--- src/rtl/audio_pkg.sv ---
// audio_pkg: shared definitions for the audio tone generator.
//   SAMPLE_W      width of the signed sample output
//   NOTE_W        width of a note half-period
//   audio_state_t FSM state encoding (IDLE, PLAY)
//   NOTE_HALF     half-periods in 50 MHz clock cycles, C4 (sel 1) .. D5 (sel 15)
//   half_period() scaled half-period, never below 1
package audio_pkg;

   localparam int unsigned SAMPLE_W = 6;
   localparam int unsigned NOTE_W   = 17;

   typedef enum logic {
      IDLE,
      PLAY
   } audio_state_t;

   localparam logic [NOTE_W-1:0] NOTE_HALF [0:15] = '{
      17'd0,       // 0: stop, unused
      17'd95556,   // C4
      17'd90194,   // C#4
      17'd85131,   // D4
      17'd80353,   // D#4
      17'd75843,   // E4
      17'd71586,   // F4
      17'd67569,   // F#4
      17'd63776,   // G4
      17'd60197,   // G#4
      17'd56818,   // A4
      17'd53629,   // A#4
      17'd50619,   // B4
      17'd47778,   // C5
      17'd45097,   // C#5
      17'd42566    // D5
   };

   function automatic logic [NOTE_W-1:0] half_period(input logic [3:0] sel,
                                                     input int unsigned shift);
      logic [NOTE_W-1:0] h;
      h = NOTE_HALF[sel] >> shift;
      if (h == '0) begin
         h = NOTE_W'(1);
      end
      return h;
   endfunction

endpackage

--- src/rtl/audio_tone_gen_pwm.sv ---
// audio_pwm_mod: free-running 5-bit PWM counter and volume compare.
//   clk, reset  clock, synchronous active-low reset
//   en          output enable (high while playing)
//   sq          square-wave polarity
//   vol_q       registered volume 0..31
//   audio_pwm   PWM bit: high while sq and counter below volume
module audio_pwm_mod (
   input  logic       clk,
   input  logic       reset,
   input  logic       en,
   input  logic       sq,
   input  logic [4:0] vol_q,
   output logic       audio_pwm
);

   logic [4:0] pwm_cnt;

   // Runs regardless of state so commands never restart the PWM frame.
   always_ff @(posedge clk) begin
      if (!reset) begin
         pwm_cnt <= '0;
      end else begin
         pwm_cnt <= pwm_cnt + 5'd1;
      end
   end

   assign audio_pwm = en & sq & (pwm_cnt < vol_q);

endmodule

--- src/rtl/audio_tone_gen.sv ---
// audio_tone_gen: plays a table-selected square-wave tone from decoder commands.
//   clk, reset    clock, synchronous active-low reset
//   audio_en      command strobe
//   audio_sel     note index, 0 = stop
//   audio_vol     volume 0..31, 0 = stop
//   audio_pwm     PWM audio bit
//   audio_sample  signed sample, +vol / -vol while playing, else 0
//   playing       high in PLAY
module audio_tone_gen
   import audio_pkg::*;
#(
   parameter int unsigned DIV_SHIFT   = 0,
   parameter int unsigned HOLD_CYCLES = 0,
   parameter int unsigned HOLD_W      = 24
) (
   input  logic                       clk,
   input  logic                       reset,
   input  logic                       audio_en,
   input  logic [3:0]                 audio_sel,
   input  logic [4:0]                 audio_vol,
   output logic                       audio_pwm,
   output logic signed [SAMPLE_W-1:0] audio_sample,
   output logic                       playing
);

   localparam logic [HOLD_W-1:0] HOLD_LAST =
      HOLD_W'((HOLD_CYCLES == 0) ? 0 : HOLD_CYCLES - 1);

   audio_state_t      state;
   logic [3:0]        sel_q;
   logic [4:0]        vol_q;
   logic [NOTE_W-1:0] phase_cnt;
   logic              sq;
   logic [HOLD_W-1:0] hold_cnt;
   logic [NOTE_W-1:0] half;
   logic [SAMPLE_W-1:0] mag;

   assign half = half_period(sel_q, DIV_SHIFT);

   always_ff @(posedge clk) begin
      if (!reset) begin
         state     <= IDLE;
         sel_q     <= '0;
         vol_q     <= '0;
         phase_cnt <= '0;
         sq        <= 1'b0;
         hold_cnt  <= '0;
      end else if (audio_en && (audio_sel == '0 || audio_vol == '0)) begin
         state     <= IDLE;
         sel_q     <= '0;
         vol_q     <= '0;
         phase_cnt <= '0;
         sq        <= 1'b0;
         hold_cnt  <= '0;
      end else if (audio_en && (state == IDLE || audio_sel != sel_q)) begin
         state     <= PLAY;
         sel_q     <= audio_sel;
         vol_q     <= audio_vol;
         phase_cnt <= '0;
         sq        <= 1'b1;
         hold_cnt  <= '0;
      end else if (state == PLAY) begin
         if (phase_cnt == half - NOTE_W'(1)) begin
            phase_cnt <= '0;
            sq        <= ~sq;
         end else begin
            phase_cnt <= phase_cnt + NOTE_W'(1);
         end

         // A same-note command (including a stalled strobe) only refreshes the
         // volume and the hold timer; the timeout below overrides the phase
         // update on the cycle it fires.
         if (audio_en) begin
            vol_q    <= audio_vol;
            hold_cnt <= '0;
         end else if (HOLD_CYCLES != 0) begin
            if (hold_cnt == HOLD_LAST) begin
               state     <= IDLE;
               sel_q     <= '0;
               vol_q     <= '0;
               phase_cnt <= '0;
               sq        <= 1'b0;
               hold_cnt  <= '0;
            end else begin
               hold_cnt <= hold_cnt + HOLD_W'(1);
            end
         end
      end
   end

   assign playing      = (state == PLAY);
   assign mag          = {1'b0, vol_q};
   assign audio_sample = !playing ? '0 : (sq ? mag : -mag);

   audio_pwm_mod u_pwm (
      .clk       (clk),
      .reset     (reset),
      .en        (playing),
      .sq        (sq),
      .vol_q     (vol_q),
      .audio_pwm (audio_pwm)
   );

endmodule
--- config.mk ---
export PLATFORM = sky130hd
export DESIGN_NAME = audio_tone_gen
export DESIGN_NICKNAME = d
export VERILOG_FILES = /design/src/rtl/audio_pkg.sv /design/src/rtl/audio_tone_gen_pwm.sv /design/src/rtl/audio_tone_gen.sv
export SDC_FILE = /design/constraint.sdc
export NUM_CORES = 1
export LEC_CHECK = 0
export BUFFER_PORTS_ARGS = -buffer_cell sky130_fd_sc_hd__buf_4
export CORE_MARGIN = 5
export CORE_UTILIZATION = 63
export CTS_BUF_LIST = sky130_fd_sc_hd__clkbuf_2 sky130_fd_sc_hd__clkbuf_4 sky130_fd_sc_hd__clkbuf_8
export CTS_CLUSTER_SIZE = 16
export DETAILED_ROUTE_END_ITERATION = 16
export PLACE_DENSITY = 0.79
export SETUP_SLACK_MARGIN = 0.5
export SLEW_MARGIN = 20
export SYNTH_ARGS = -nofsm -noshare
export SYNTH_HDL_FRONTEND = slang
export SYNTH_SLANG_ARGS = --single-unit
--- constraint.sdc ---
create_clock -name clk -period 4.92 [get_ports clk]
set_clock_uncertainty 0.05 [all_clocks]
set_input_delay 0.492 -clock clk [delete_from_list [all_inputs] [get_ports clk]]
set_output_delay 0.492 -clock clk [all_outputs]
set_load 0.03 [all_outputs]
==> results of run 1 <==
critical path, cell delays in order (launching register included):
cell and delay, ps:
dfxtp_1 340, buf_6 170, ha_1 260, mux2_2 350, o221ai_4 270, and4b_1 300
nand4_1 170, o22a_1 250, ha_1 250, o21a_1 180, a311oi_2 310, o21ai_1 140
a2111oi_4 420, nand4_4 170, o31a_1 260, o311a_1 280
per-stage QoR:
step	setup slack, ps	std cells
6_report	631.0	410
2_1_floorplan	740.0	342
3_5_place_dp	512.6	400
4_1_cts	533.4	408
3_3_place_gp	654.1	400
5_1_grt	495.6	410
cell families after synthesis:
| logic type | Yosys count | share of synthesized area (%) |
|---|---|---|
| compound gates | 63 | 17.87 |
| xor+xnor | 39 | 11.67 |
| fa+ha+maj | 16 | 6.840 |
| buf+inv | 35 | 7.866 |
| flops | 33 | 22.57 |
| mux | 18 | 7.481 |
| simple gates | 138 | 25.70 |
power by group through the flow:
stage          Sequential (uW)  Combinational, uW  Clock [uW]
6_report                   290                261         199
5_1_grt                    292                282         220
4_1_cts                    290                246         206
3_5_place_dp               296                245           0
3_3_place_gp               295                239           0
2_1_floorplan              289                202           0
state kept, by name, indices dropped and copies added, names as in the netlist:
signal,count
phase_cnt,17
playing,1
sel_q,4
sq,1
u_pwm.pwm_cnt,5
vol_q,5
worst max path at each step:
stage / startpoint / endpoint / slack, ps / cells past startpoint
6_report: sel_q[1]$_SDFFE_PP0P_ / sq$_SDFFE_PP0P_ / 630 / 15
5_1_grt: sel_q[1]$_SDFFE_PP0P_ / sq$_SDFFE_PP0P_ / 500 / 14
4_1_cts: sel_q[0]$_SDFFE_PP0P_ / phase_cnt[6]$_SDFFE_PP0P_ / 530 / 16
3_5_place_dp: sel_q[3]$_SDFFE_PP0P_ / phase_cnt[6]$_SDFFE_PP0P_ / 510 / 14
3_3_place_gp: sel_q[3]$_SDFFE_PP0P_ / phase_cnt[5]$_SDFFE_PP0P_ / 650 / 14
2_1_floorplan: sel_q[1]$_SDFFE_PP0P_ / phase_cnt[10]$_SDFFE_PP0P_ / 740 / 17
timing repair:
action / in CTS / in global routing
pin swaps: 0 / 2
endpoints found under the setup margin: 13 / 18
setup buffers: 0 / 2
resized for setup: 1 / 12
per-layer routing:
metal / track usage, % / up-vias / share of wire [%]
met5: 0 / - / 0
met4: 6.818 / 0 / 1.6
met3: 4.805 / 12 / 6.0
met2: 36.47 / 90 / 49
met1: 27.11 / 1202 / 43
li1: - / 1248 / -
area by class of cell:
type / instances / area [um2] / share of cell area (%)
multi-input cells: 274 / 2081 / 65.60
flip-flops and latches: 33 / 665.6 / 20.99
repair buffers: 28 / 217.7 / 6.864
clock buffers: 6 / 76.32 / 2.406
well taps: 52 / 65.06 / 2.051
inverters: 15 / 56.30 / 1.775
clock inverters: 2 / 10.01 / 0.3156
Yosys cell counts, types with 3 or more instances:
| library cell | count | share of area [%] |
|---|---|---|
| nand4_1 | 7 | 1.5 |
| nand3_1 | 18 | 3.1 |
| dfxtp_1 | 33 | 23 |
| mux2i_1 | 14 | 4.8 |
| buf_2 | 3 | 0.51 |
| o31a_1 | 3 | 0.90 |
| nor2_2 | 10 | 2.1 |
| nor3_1 | 5 | 0.85 |
| nor2_1 | 38 | 4.9 |
| o21ai_0 | 6 | 1.0 |
| nand2_1 | 15 | 1.9 |
| a21oi_1 | 13 | 2.2 |
| and3_1 | 4 | 0.85 |
| mux4_2 | 3 | 2.3 |
| nor4_1 | 4 | 0.85 |
| inv_1 | 13 | 1.7 |
| xor2_1 | 16 | 4.8 |
| o211ai_1 | 3 | 0.77 |
| xnor2_1 | 23 | 6.9 |
| buf_6 | 6 | 2.3 |
| a31oi_1 | 4 | 0.85 |
| nor2b_1 | 5 | 1.1 |
| o31ai_1 | 4 | 1.0 |
| nand2b_1 | 6 | 1.3 |
| or4_1 | 3 | 0.77 |
| clkbuf_1 | 4 | 0.51 |
| or3_1 | 4 | 0.85 |
| and2_1 | 5 | 1.1 |
| ha_1 | 16 | 6.8 |
==> flow_summary.json, run 1 <==
{
  "hold_buffers": 0,
  "criticalPathCategory": "reg2reg",
  "syn_nets": 370,
  "hpwl_um": 4861,
  "ant_nets": 0,
  "min_path_cells": 3,
  "synth_edf_count": 0,
  "crit_required_ps": 5040,
  "hold_ws_ps": 402.1,
  "die_y_um": 78.16,
  "clkPwrFrac_pct": 26.5,
  "path_clk_slew_ps": 70,
  "cts_max_level": 2,
  "synth_ff_type": "dfxtp_1",
  "crit_fanout": 18,
  "slew_headroom_pct": 56.44,
  "arrival_ps": 4410,
  "gp_congestion": 0.8823,
  "total_power_uw": 750.9,
  "final_cell_mix": "nor2_1 (37), dfxtp_1 (31), buf_4 (26)",
  "synth.ff_latch_count": 33,
  "r2r-end": "sq$_SDFFE_PP0P_",
  "io_pins": 20,
  "drt-total-wl_um": 6464,
  "rrSetupSlack_ps": 630,
  "wire_per_inst_um": 15.77,
  "design_area_mm2": 0.003172,
  "worst_pin_slew_ps": 648.5,
  "drc": 0,
  "hp-class": "in2reg",
  "grt_antenna_before_repair": 0,
  "synthArstFlopShare_pct": 0,
  "yosysWarnings": 0,
  "overflow": 0,
  "dpl_cell_area_mm2": 0.003013,
  "fmaxAchievable_ghz": 0.2332,
  "grt_use_total_pct": 21.48,
  "final_max_slew_viol_count": 0,
  "core_mm2": 0.004444,
  "portBuffers": 19,
  "p_leak_uw": 0.001186,
  "clk_latency_ps": 280,
  "setup_viol": 0,
  "netlist_area_mm2": 0.002927,
  "p_per_area_mw_per_mm2": 236.7,
  "postLayoutCoreUtil_pct": 71.37,
  "area_growth_syn_to_layout_pct": 8.380,
  "dieArea_mm2": 0.006108,
  "grt_pass1_vias": 2300,
  "worst_r2r_startpoint": "sel_q[1]$_SDFFE_PP0P_",
  "cts.path.max_buffers": 2,
  "min_to": "vol_q[2]$_SDFFE_PP0P_",
  "final_nets": 385,
  "clock-sinks": 33,
  "n_fill_cell": 367,
  "layout-drive-gt1-share_pct": 22.91,
  "via_per_inst": 6.224,
  "avgSynthCellArea_um2": 8.557,
  "fin_tns_setup_ps": 0,
  "critPathLaunchType": "flop",
  "status": "completed",
  "power.switching_uw": 259.4,
  "hp-start": "audio_vol[2]",
  "min_period_ps": 4289,
  "row_count": 24,
  "vdd_drop_max_mv": 0.1494,
  "drt_pre_antenna_iters": 5,
  "internal_power_uw": 491.5,
  "floorplan.initialDensity_pct": 65.85,
  "pwr-share-seq_pct": 38.7,
  "p_comb_share_pct": 34.8,
  "period_share_pct": 87.18,
  "drt_iter0_markers": 228,
  "grt_setup_unrepaired": "no",
  "cts_tree": "built",
  "maxCapViolations": 0,
  "layout_commonest_cell": "nor2_1",
  "switching_share_pct": 34.55,
  "dieWidth_um": 78.16,
  "cts_buffers": 5,
  "vias": 2552,
  "end_kind": "flop",
  "final-hold-violation-count": 0,
  "grt_pass1_wl_um": 10770,
  "cts_root_buf": "clkbuf_8",
  "grt_max_degree": 29,
  "postSynthCellCount": 342,
  "diodes": 0,
  "ys_seq_area_share_pct": 22.57,
  "ff2ff_path_depth": 15,
  "ys_types": 73
}
No activity file was read; power rests on OpenSTA's default activity.
==> run 2: changes to the inputs <==
Settings changed: CORE_UTILIZATION 63 to 65, PLACE_DENSITY 0.79 to 0.81, RECOVER_POWER set to 100.
Clock period 4.92 ns to 5.3 ns, I/O delays scaled along.
==> run 2 against run 1 <==
  * Via count is 0.12% higher
  * Clock power is 26% higher
  * Utilization is 0.76 points lower
  * Total power is 0.81% lower
  * Combinational power fell by 15%
  * Sequential share of layout area grew 0.58 points
  * Sequential power fell by 6%
  * Flip-flop and latch count unchanged
  * Non-clock buffer count shrank 4
  * Cell area down 3.1%
  * Clock-buffer cell count grew 1
  * Worst setup slack worse by 120 ps
  * Largest power group unchanged
==> flow_summary.json, run 2 (synthesis results as in run 1) <==
{
  "status": "completed",
  "cp_top_family": "compound AO/OA/AOI/OAI gates",
  "pwr-share-seq_pct": 36.6,
  "final-hold-violation-count": 0,
  "overflow": 0,
  "startpoint": "sel_q[1]$_SDFFE_PP0P_",
  "rrSetupSlack_ps": 510,
  "clock-sinks": 33,
  "layout-drive-gt1-share_pct": 16.10,
  "cp_num_buf_inv": 1,
  "cp_common_cell": "ha_1",
  "criticalPathCategory": "reg2reg",
  "fin_tns_setup_ps": 0,
  "wire_per_inst_um": 16.41,
  "grt_pass1_wl_um": 11430,
  "die_y_um": 77.10,
  "gp_congestion": 0.9314,
  "core_mm2": 0.004354,
  "end_kind": "flop",
  "cts_buffers": 5,
  "path_cells": "inv_1 -> ha_1 -> or3b_2 -> a21oi_1 -> and4b_1 -> nand4_1 -> o22a_1 -> ha_1 -> o21a_1 -> a311oi_1 -> o21ai_0 -> a2111oi_4 -> nand4_4 -> o31a_1 -> o311a_1",
  "hpwl_um": 5028,
  "final_cell_mix": "nor2_1 (43), dfxtp_1 (31), xnor2_1 (23)",
  "hp-class": "in2reg",
  "fmaxAchievable_ghz": 0.2087,
  "setup_viol": 0,
  "portBuffers": 19,
  "layout_commonest_cell": "nor2_1",
  "via_per_inst": 6.293,
  "crit_required_ps": 5420,
  "slew_headroom_pct": 54.61,
  "min_period_ps": 4791,
  "r2r-end": "sq$_SDFFE_PP0P_",
  "critPathLaunchType": "flop",
  "min_to": "vol_q[0]$_SDFFE_PP0P_",
  "final_max_slew_viol_count": 0,
  "arrival_ps": 4920,
  "postLayoutCoreUtil_pct": 70.60,
  "cts.path.max_buffers": 2,
  "grt_use_total_pct": 23.19,
  "dieArea_mm2": 0.005944,
  "vdd_drop_max_mv": 0.1615,
  "area_growth_syn_to_layout_pct": 5.045,
  "crit_fanout": 13,
  "drc": 0,
  "ff2ff_path_depth": 15,
  "vias": 2555,
  "largest_reg_flops": 17,
  "critPathSlowestCell": "dfxtp_1",
  "worst_pin_slew_ps": 675.1,
  "hp-start": "audio_vol[0]",
  "internal_power_uw": 506.5,
  "cts_max_level": 2,
  "grt_pass1_vias": 2504,
  "switching_share_pct": 32.00,
  "largest_register": "phase_cnt",
  "row_count": 24,
  "worst_r2r_startpoint": "sel_q[1]$_SDFFE_PP0P_",
  "grt_setup_unrepaired": "no",
  "crit_path_max_incr_delay_ps": 630,
  "floorplan.initialDensity_pct": 67.21,
  "reg.largest.list": "phase_cnt x17, u_pwm.pwm_cnt x5, vol_q x5",
  "p_per_area_mw_per_mm2": 242.3,
  "period_share_pct": 90.39,
  "drt-total-wl_um": 6661,
  "drt_iter0_markers": 229,
  "dieWidth_um": 77.10,
  "p_leak_uw": 0.001133,
  "grt_max_degree": 20,
  "p_comb_share_pct": 29.7,
  "clk_latency_ps": 290,
  "cts_root_buf": "clkbuf_8",
  "final_nets": 381,
  "drt_pre_antenna_iters": 5,
  "maxCapViolations": 0,
  "ant_nets": 0,
  "power.switching_uw": 238.3,
  "path_clk_slew_ps": 70,
  "io_pins": 20,
  "diodes": 0,
  "clkPwrFrac_pct": 33.7,
  "grt_antenna_before_repair": 0,
  "cts_tree": "built",
  "min_path_cells": 3
}
==> run 2: power groups by stage <==
| stage | Combinational (uW) | Clock, uW | Sequential, uW |
|---|---|---|---|
| after floorplan | 188 | 0 | 269 |
| after global placement | 216 | 0 | 277 |
| after detailed placement | 221 | 0 | 278 |
| after CTS | 223 | 255 | 272 |
| after global routing | 242 | 269 | 274 |
| final | 221 | 251 | 273 |
==> run 2: metrics by stage <==
| stage | hold slack [ps] | area (um2) | worst slack (ps) | cells | total power, uW |
|---|---|---|---|---|---|
| finish | 441.8 | 3074 | 509.1 | 406 | 744.8 |
| global route | 452.0 | 3074 | 354.6 | 406 | 784.8 |
| CTS | 433.7 | 3118 | 648.0 | 406 | 749.9 |
| detailed placement | 428.5 | 2998 | 695.3 | 398 | 498.7 |
| global placement | 410.5 | 2998 | 882.7 | 398 | 493.2 |
| floorplan | 383.5 | 2927 | 1120 | 342 | 456.5 |
==> run 2: worst register-to-register path, stage by stage, from the launching register on <==
cell	delay (ps)
dfxtp_1	630
inv_1	250
ha_1	380
or3b_2	450
a21oi_1	230
and4b_1	290
nand4_1	170
o22a_1	240
ha_1	260
o21a_1	170
a311oi_1	260
o21ai_0	190
a2111oi_4	400
nand4_4	170
o31a_1	270
o311a_1	280
==> run 2: layer usage <==
metal	GRT usage [%]	share of wire [%]
met2	41.34	51
met3	5.152	5.8
met1	27.57	42
met5	0	0
met4	6.873	2.1
==> run 2: worst max-delay path by stage <==
stage / endpoint / depth (start not counted)
finish: sq$_SDFFE_PP0P_ / 15
global route: phase_cnt[8]$_SDFFE_PP0P_ / 16
CTS: phase_cnt[2]$_SDFFE_PP0P_ / 16
detailed placement: phase_cnt[2]$_SDFFE_PP0P_ / 16
global placement: phase_cnt[2]$_SDFFE_PP0P_ / 16
floorplan: phase_cnt[0]$_SDFFE_PP0P_ / 17
==> run 2: cell type report <==
| type | count | area (um2) |
|---|---|---|
| Clock buffer | 7 | 90.09 |
| Clock inverter | 1 | 30.03 |
| Fill cell | 349 | 1280 |
| Inverter | 15 | 56.30 |
| Multi-Input combinational cell | 274 | 2023 |
| Sequential cell | 33 | 663.1 |
| Tap cell | 52 | 65.06 |
| Timing Repair Buffer | 24 | 146.4 |
==> run 2: timing repair <==
action                                  4_1_cts  5_1_grt
endpoints found under the setup margin        0       17
gates resized for setup                       0        3
buffers inserted                              0        0
hold buffers                                  0        0
